File: src/rtl/mem_access_unit.sv
// Memory-stage controller: one load/store at a time between execute and a 64-word data memory.
// Optional byte access (read-modify-write byte stores) is enabled by defining MEM_ACCESS_BYTE_EN.
module mem_access_unit #(
  parameter int unsigned DATA_W = 16,
  parameter int unsigned ADDR_W = 8,
  parameter int unsigned DEPTH  = 64
) (
  input  logic              clk,
  input  logic              reset,
  input  logic              req_valid,
  output logic              req_ready,
  input  logic              req_we,
  input  logic [ADDR_W-1:0] req_addr,
  input  logic [DATA_W-1:0] req_wdata,
  input  logic              req_byte,
  input  logic              req_hi,
  output logic              rsp_valid,
  input  logic              rsp_ready,
  output logic [DATA_W-1:0] rsp_rdata,
  output logic              rsp_fault,
  output logic              mem_we,
  output logic              mem_re,
  output logic [ADDR_W-1:0] mem_addr,
  output logic [DATA_W-1:0] mem_wdata,
  input  logic [DATA_W-1:0] mem_rdata
);

`ifdef MEM_ACCESS_BYTE_EN
  typedef enum logic [2:0] {IDLE, READ, WRITE, RESP, MERGE} state_t;
`else
  typedef enum logic [2:0] {IDLE, READ, WRITE, RESP} state_t;
`endif

  localparam logic [ADDR_W:0] DEPTH_W = (ADDR_W+1)'(DEPTH);

  state_t            stateQ, stateD;
  logic [ADDR_W-1:0] addrQ;
  logic [DATA_W-1:0] wdataQ, rdataQ;
  logic              weQ, faultQ;
  logic              reqReady, memRe, memWe, rspValid;
  logic              accept, isFault;

`ifdef MEM_ACCESS_BYTE_EN
  logic              byteQ, hiQ;
  logic [DATA_W-1:0] mergedWord, loadWord;
`else
  logic              unusedByte;
  assign unusedByte = req_byte ^ req_hi;
`endif

  assign isFault = ({1'b0, req_addr} >= DEPTH_W);
  assign accept  = req_valid & req_ready;

  always_ff @(posedge clk) begin
    if (reset) stateQ <= IDLE;
    else       stateQ <= stateD;
  end

  always_comb begin
    stateD   = stateQ;
    reqReady = 1'b0;
    memRe    = 1'b0;
    memWe    = 1'b0;
    rspValid = 1'b0;
    case (stateQ)
      IDLE: begin
        reqReady = 1'b1;
        if (req_valid) begin
          if (isFault) stateD = RESP;
`ifdef MEM_ACCESS_BYTE_EN
          else if (req_we && !req_byte) stateD = WRITE;
`else
          else if (req_we) stateD = WRITE;
`endif
          else stateD = READ;
        end
      end
      READ: begin
        memRe = 1'b1;
`ifdef MEM_ACCESS_BYTE_EN
        // A store only passes through READ when it is a byte store needing the old word.
        stateD = weQ ? MERGE : RESP;
`else
        stateD = RESP;
`endif
      end
`ifdef MEM_ACCESS_BYTE_EN
      MERGE: stateD = WRITE;
`endif
      WRITE: begin
        memWe  = 1'b1;
        stateD = RESP;
      end
      RESP: begin
        rspValid = 1'b1;
        if (rsp_ready) stateD = IDLE;
      end
      default: stateD = IDLE;
    endcase
  end

`ifdef MEM_ACCESS_BYTE_EN
  always_comb begin
    mergedWord = rdataQ;
    if (hiQ) mergedWord[15:8] = wdataQ[7:0];
    else     mergedWord[7:0]  = wdataQ[7:0];
    loadWord = mem_rdata;
    if (byteQ && !weQ) begin
      loadWord = '0;
      loadWord[7:0] = hiQ ? mem_rdata[15:8] : mem_rdata[7:0];
    end
  end
`endif

  always_ff @(posedge clk) begin
    if (reset) begin
      addrQ  <= '0;
      wdataQ <= '0;
      rdataQ <= '0;
      weQ    <= 1'b0;
      faultQ <= 1'b0;
`ifdef MEM_ACCESS_BYTE_EN
      byteQ  <= 1'b0;
      hiQ    <= 1'b0;
`endif
    end else begin
      case (stateQ)
        IDLE: if (accept) begin
          addrQ  <= req_addr;
          wdataQ <= req_wdata;
          weQ    <= req_we;
          faultQ <= isFault;
          rdataQ <= '0;
`ifdef MEM_ACCESS_BYTE_EN
          byteQ  <= req_byte;
          hiQ    <= req_hi;
`endif
        end
`ifdef MEM_ACCESS_BYTE_EN
        READ: rdataQ <= loadWord;
        MERGE: begin
          wdataQ <= mergedWord;
          rdataQ <= '0;
        end
`else
        READ: rdataQ <= mem_rdata;
`endif
        default: ;
      endcase
    end
  end

  assign req_ready = reqReady & ~reset;
  assign mem_re    = memRe & ~reset;
  assign mem_we    = memWe & ~reset;
  assign rsp_valid = rspValid;
  assign rsp_rdata = rdataQ;
  assign rsp_fault = faultQ;
  assign mem_addr  = (stateQ == IDLE) ? '0 : addrQ;
  assign mem_wdata = (stateQ == IDLE) ? '0 : wdataQ;

endmodule

File: config.mk
export PLATFORM = sky130hd
export DESIGN_NAME = mem_access_unit
export DESIGN_NICKNAME = d
export VERILOG_FILES = /design/src/rtl/mem_access_unit.sv
export SDC_FILE = /design/constraint.sdc
export NUM_CORES = 1
export LEC_CHECK = 0
export BUFFER_PORTS_ARGS = -buffer_cell sky130_fd_sc_hd__clkbuf_2
export CORE_MARGIN = 10
export CORE_UTILIZATION = 42
export CTS_CLUSTER_SIZE = 40
export DETAILED_ROUTE_END_ITERATION = 10
export PLACE_DENSITY = 0.83
export SETUP_SLACK_MARGIN = 0.15
export SLEW_MARGIN = 25
export SYNTH_ARGS = -nofsm -noshare
export SYNTH_HDL_FRONTEND = slang
export SYNTH_SLANG_ARGS = --single-unit
File: constraint.sdc
create_clock -name clk -period 1.6 [get_ports clk]
set_clock_uncertainty 0.1 [all_clocks]
set_input_delay 0.08 -clock clk [delete_from_list [all_inputs] [get_ports clk]]
set_output_delay 0.08 -clock clk [all_outputs]
set_load 0.03 [all_outputs]
-- After elaboration in Yosys (flattened, before gate mapping)
Cells that the tools add are included.
- register bits after elaboration: 44
- input bits: 47
- output and inout port bits: 45
- word-level logic and storage cells: 36
- $lt $le $gt $ge: 1
- eq/ne operators: 6
- muxes and demuxes: 13
- bitwise operators: 5
- reductions and logical operators: 6
- operator list (kind ; number):
    $mux W16 ; 2
    $pmux W16 S2 ; 1
    $pmux W3 S3 ; 1
    $ge A8 B7 Y1 const B ; 1
    $mux W8 ; 1
    $eq A3 B2 Y1 const B ; 2
    $mux W3 ; 2
    $ne A2 B2 Y1 const B ; 3
    $reduce_and A2 Y1 ; 3
    $and A1 B1 Y1 ; 4
    $mux W1 ; 4
    $mux W2 ; 2
    $eq A3 B1 Y1 const B ; 1
    $logic_not A3 Y1 ; 1
    $reduce_bool A2 Y1 ; 1
    $reduce_or A2 Y1 ; 1
    $not A1 Y1 ; 1

-- Logic depth before layout (Yosys ltp)
- depth in word-level cells: 6
- depth in mapped cells: 7
- mapped depth without buffers: 5

-- Worst setup path before layout
OpenSTA, ideal clock, no wires.
- path kind: flip-flop to output port
- start point: register stateQ[0]
- end point: output mem_addr[2]
- arrival time: 1.396 ns
- required time: 1.420 ns
- slack: 0.024 ns
- cell stages (with the launch flop): 5
- path buffers: 1
- path through: dfxtp_1 -> inv_1 -> ha_1 -> clkbuf_1 -> nor2b_1
- cells in the longest elaborated chain, start to end: 2
- RTL lines (element ; line ; RTL):
    from (decl) ; 36 ; state_t stateQ, stateD;
    from (signal assigned) ; 56 ; else stateQ <= stateD;
    $logic_not A3 Y1 ; 159 ; assign mem_addr = (stateQ == IDLE) ? '0 : addrQ;
    $mux W8 ; 159 ;
    to (decl) ; 23 ; output logic [ADDR_W-1:0] mem_addr,
Every way passes these cells.

-- Worst setup path in the final report
- start point: register stateQ[1]
- end point: output mem_addr[6]
The elaborated chain is that of the path after synthesis.

==> results.md <==
* Status: complete, no violations
* Maximum level of the CTS H-tree at 2
* Max Clock Freq at 649.4 MHz
* Synthesized area at 2024 µm²
* Number of global-route vias before repair at 2166
* DR iter-0 viols at 55
* Ys Warns at 0
* Final standard cell area without fillers at 3467 µm²
* TritonCTS clock tree: yes
* CP bufs+invs at 3
* Number of antenna-violating nets in the routed design at 0
* Internal power at 2.659 mW
* Remaining design rule violation count at 0
* Switching pwr at 1.674 mW
* Clk pwr share at 0.154
* Insertion delay of the later-clocked pin in the worst-skew pair at 0.29 ns
* Max stage delay cell, worst path: sky130_fd_sc_hd__dfxtp_2
* Cell area after placement at 2540 µm²
* Ratio of cells with drive above 1 in the final layout at 0.3957
* Cells after Synth at 233
* Remaining Overflow, GRT at 0
* Pin count of the biggest net entering global routing at 25
* Leakage power at 1.595 nW
* Initial standard-cell utilization of the core at 0.4315
* Pin slew with the least headroom to its limit at 0.2991 ns
* Reg-to-reg setup timing slack at 0.17 ns
* GPL Wtd Cong at 0.6940
* Delay of the slowest cell on the worst path at 0.35 ns
* Die area at 7997 µm²
* Largest driver fanout on the critical path at 17
* # Max-Cap Violations at 0
* Setup repair after global routing missed its margin: true
* Clock sink count at 43
* Input/output buffers at 89
* CORE AREA at 4692 µm²
* Crit-path cells: inv_4, ha_4, buf_12, nor2b_1, buf_4
* Number of inserted diodes at 0
* Type of the tightest min-delay check: input pin to flip-flop
* Power density normalized to cell area at 1250 nW/µm²
* Setup WS pre-CTS at 0.001461 ns
* Worst-case vdd ir drop at 0.0008938 V
* Final-report hold violation count at 0
* Wire length of the first global-routing pass at 10490 µm
* Row cnt at 25
* Critical path's top delay family: buffers and inverters
* Cell chosen for the clock root: sky130_fd_sc_hd__clkbuf_8
* Final core utilization at 0.7389
* Antenna violations before repair at 0
* Maximum buffer depth of the clock tree at 2
* Final standard cell count with taps included and fillers excluded at 428
* Post-layout power at 4.333 mW
* Data arrival at the endpoint of the critical path at 1.36 ns
* Vias after detailed routing at 2106
* Synth Register Bits at 43
* Period Utilization, post-route at 0.9624
* IO Count at 92
* Headroom to the max-slew limit at 0.8006
* Comb power frac at 0.531
* Routed length per instance at 15.93 µm
* Synth cell types at 22
* Type of the setup path with the least slack: flip-flop to output pin
* Net count after synthesis at 286
* P&R area growth vs syn at 71.26%
* Setup violations, final at 0
* Number of clock buffers inserted by TritonCTS at 5
* Total Nets Final at 426
* Part of the power in registers at 0.315
* Final Critical Period at 1.540 ns
* Via density per instance at 4.921
* Routed wire length at 6817 µm
* Clk pin slew, worst setup/hold paths at 0.08 ns
* HPWL after DPL at 4009 µm
* Chip height at 89.43 µm
* First drt pass iteration count at 4
* Critical path startpoint category: flip-flop
* Slack of the critical path at 0.06017 ns
* Critical Path End Type: output pin
* Max-slew violations at 0
* Die width at 89.43 µm
* Sequential-to-total area share from yosys stat at 0.4252
* Post-route worst hold slack at 0.1062 ns
* Number of instances in the placed design at 372
* Net switching share of the total power at 0.3864
* Required arrival time at the worst endpoint at 1.42 ns
* Filler cell count at 325
* Per-instance average area after synthesis at 8.689 µm²
* Setup_tns at 0 ns
* Global-route usage over all layers at 0.1627
## area by class of cell
cell class,instances,area (µm²),area share
flip-flops and latches,43,863.3,0.2490
well taps,54,67.56,0.01949
repair buffers,148,1222,0.3526
clock buffers,7,76.32,0.02201
multi-input cells,171,1212,0.3497
clock inverters,1,5.005,0.001444
inverters,4,20.02,0.005774
## cells in the mapped netlist
cell type                  instances  area [µm²]
sky130_fd_sc_hd__buf_2             3       15.01
sky130_fd_sc_hd__nand3b_1         24       180.2
sky130_fd_sc_hd__clkbuf_1          6       22.52
sky130_fd_sc_hd__nand2_1          65       244.0
sky130_fd_sc_hd__nand3b_4          1       20.02
sky130_fd_sc_hd__a22o_1            1       8.760
sky130_fd_sc_hd__buf_4             5       37.54
sky130_fd_sc_hd__and3b_1           1       8.760
sky130_fd_sc_hd__nor2b_1          27       168.9
sky130_fd_sc_hd__ha_1              6       75.07
sky130_fd_sc_hd__a32o_1            1       10.01
sky130_fd_sc_hd__o21ai_4           1       16.27
sky130_fd_sc_hd__nand2b_1         18       112.6
sky130_fd_sc_hd__dfxtp_1          43       860.8
sky130_fd_sc_hd__nor2_1            3       11.26
sky130_fd_sc_hd__buf_12            1       20.02
sky130_fd_sc_hd__mux2i_1          16       160.2
sky130_fd_sc_hd__a21oi_1           2       10.01
sky130_fd_sc_hd__nor3_1            3       15.01
sky130_fd_sc_hd__inv_1             4       15.01
sky130_fd_sc_hd__or2_2             1       6.260
sky130_fd_sc_hd__and3_1            1       6.260
## kinds of logic (layout without fill, tap and decap cells)
family          Yosys count  in the layout  synth area share
compound gates            5              5           0.02225
mux                      16             16           0.07911
buf+inv                  19            160           0.05439
fa+ha+maj                 6              6           0.03708
flops                    43             43            0.4252
simple gates            144            144            0.3820
## placed cells by master, fill, tap and decap left out, types with 3 or more instances in the layout
cell	count
sky130_fd_sc_hd__dfxtp_1	41
sky130_fd_sc_hd__mux2i_1	15
sky130_fd_sc_hd__buf_6	17
sky130_fd_sc_hd__buf_4	19
sky130_fd_sc_hd__nand2b_1	17
sky130_fd_sc_hd__dlygate4sd3_1	41
sky130_fd_sc_hd__clkbuf_8	7
sky130_fd_sc_hd__nor2b_4	6
sky130_fd_sc_hd__ha_4	5
sky130_fd_sc_hd__nand3b_1	24
sky130_fd_sc_hd__nor2b_1	9
sky130_fd_sc_hd__nor2b_2	12
sky130_fd_sc_hd__buf_12	3
sky130_fd_sc_hd__nand2_1	65
sky130_fd_sc_hd__nor2_1	3
sky130_fd_sc_hd__clkbuf_2	62
## power by group through the flow
stage          clock network, mW  logic (mW)  registers, mW
6_report                   0.665        2.30           1.37
5_1_grt                    0.732        2.47           1.39
4_1_cts                    0.690        1.96           1.36
3_5_place_dp                   0        1.58           1.37
3_3_place_gp                   0        1.56           1.36
2_1_floorplan                  0        1.05           1.45
## worst reg2reg max path: cells and delay by family (launching register included)
family	cells	cell delay, ns
adders and majority gates	1	0.19
buffers and inverters	2	0.31
DFF	1	0.34
muxes	1	0.19
AOI/OAI and AO/OA	1	0.12
and+or+nand+nor	1	0.12
## registers in the layout, summed over array words and instances (netlist names)
register,flops
rsp_fault,1
addrQ,8
stateQ,2
rsp_rdata,16
wdataQ,16
## path summary, 6_finish.rpt
kind,from,to,cells past startpoint
hold / removal,reset,rsp_fault,2
setup / recovery,stateQ[1],mem_addr[6],5
setup reg to reg,stateQ[1],rsp_rdata[10],6
hold reg to reg,addrQ[1],addrQ[1],2
## metal layers
metal	GRT usage	up-vias	part of all wire
li1	-	1029	-
met1	0.1824	979	0.38
met2	0.2733	93	0.48
met3	0.07566	5	0.13
met4	0.03902	0	0.0062
met5	0	-	0
## repair_timing
item / CTS / global route
hold buffers: 41 / 0
resized for setup: 52 / 70
pin swaps: 1 / 6
endpoints found under the setup margin: 67 / 61
cloned: 0 / 2
hold endpoints to repair: 41 / 0
buffers inserted: 3 / 2
(Power assumes the default switching activity.)
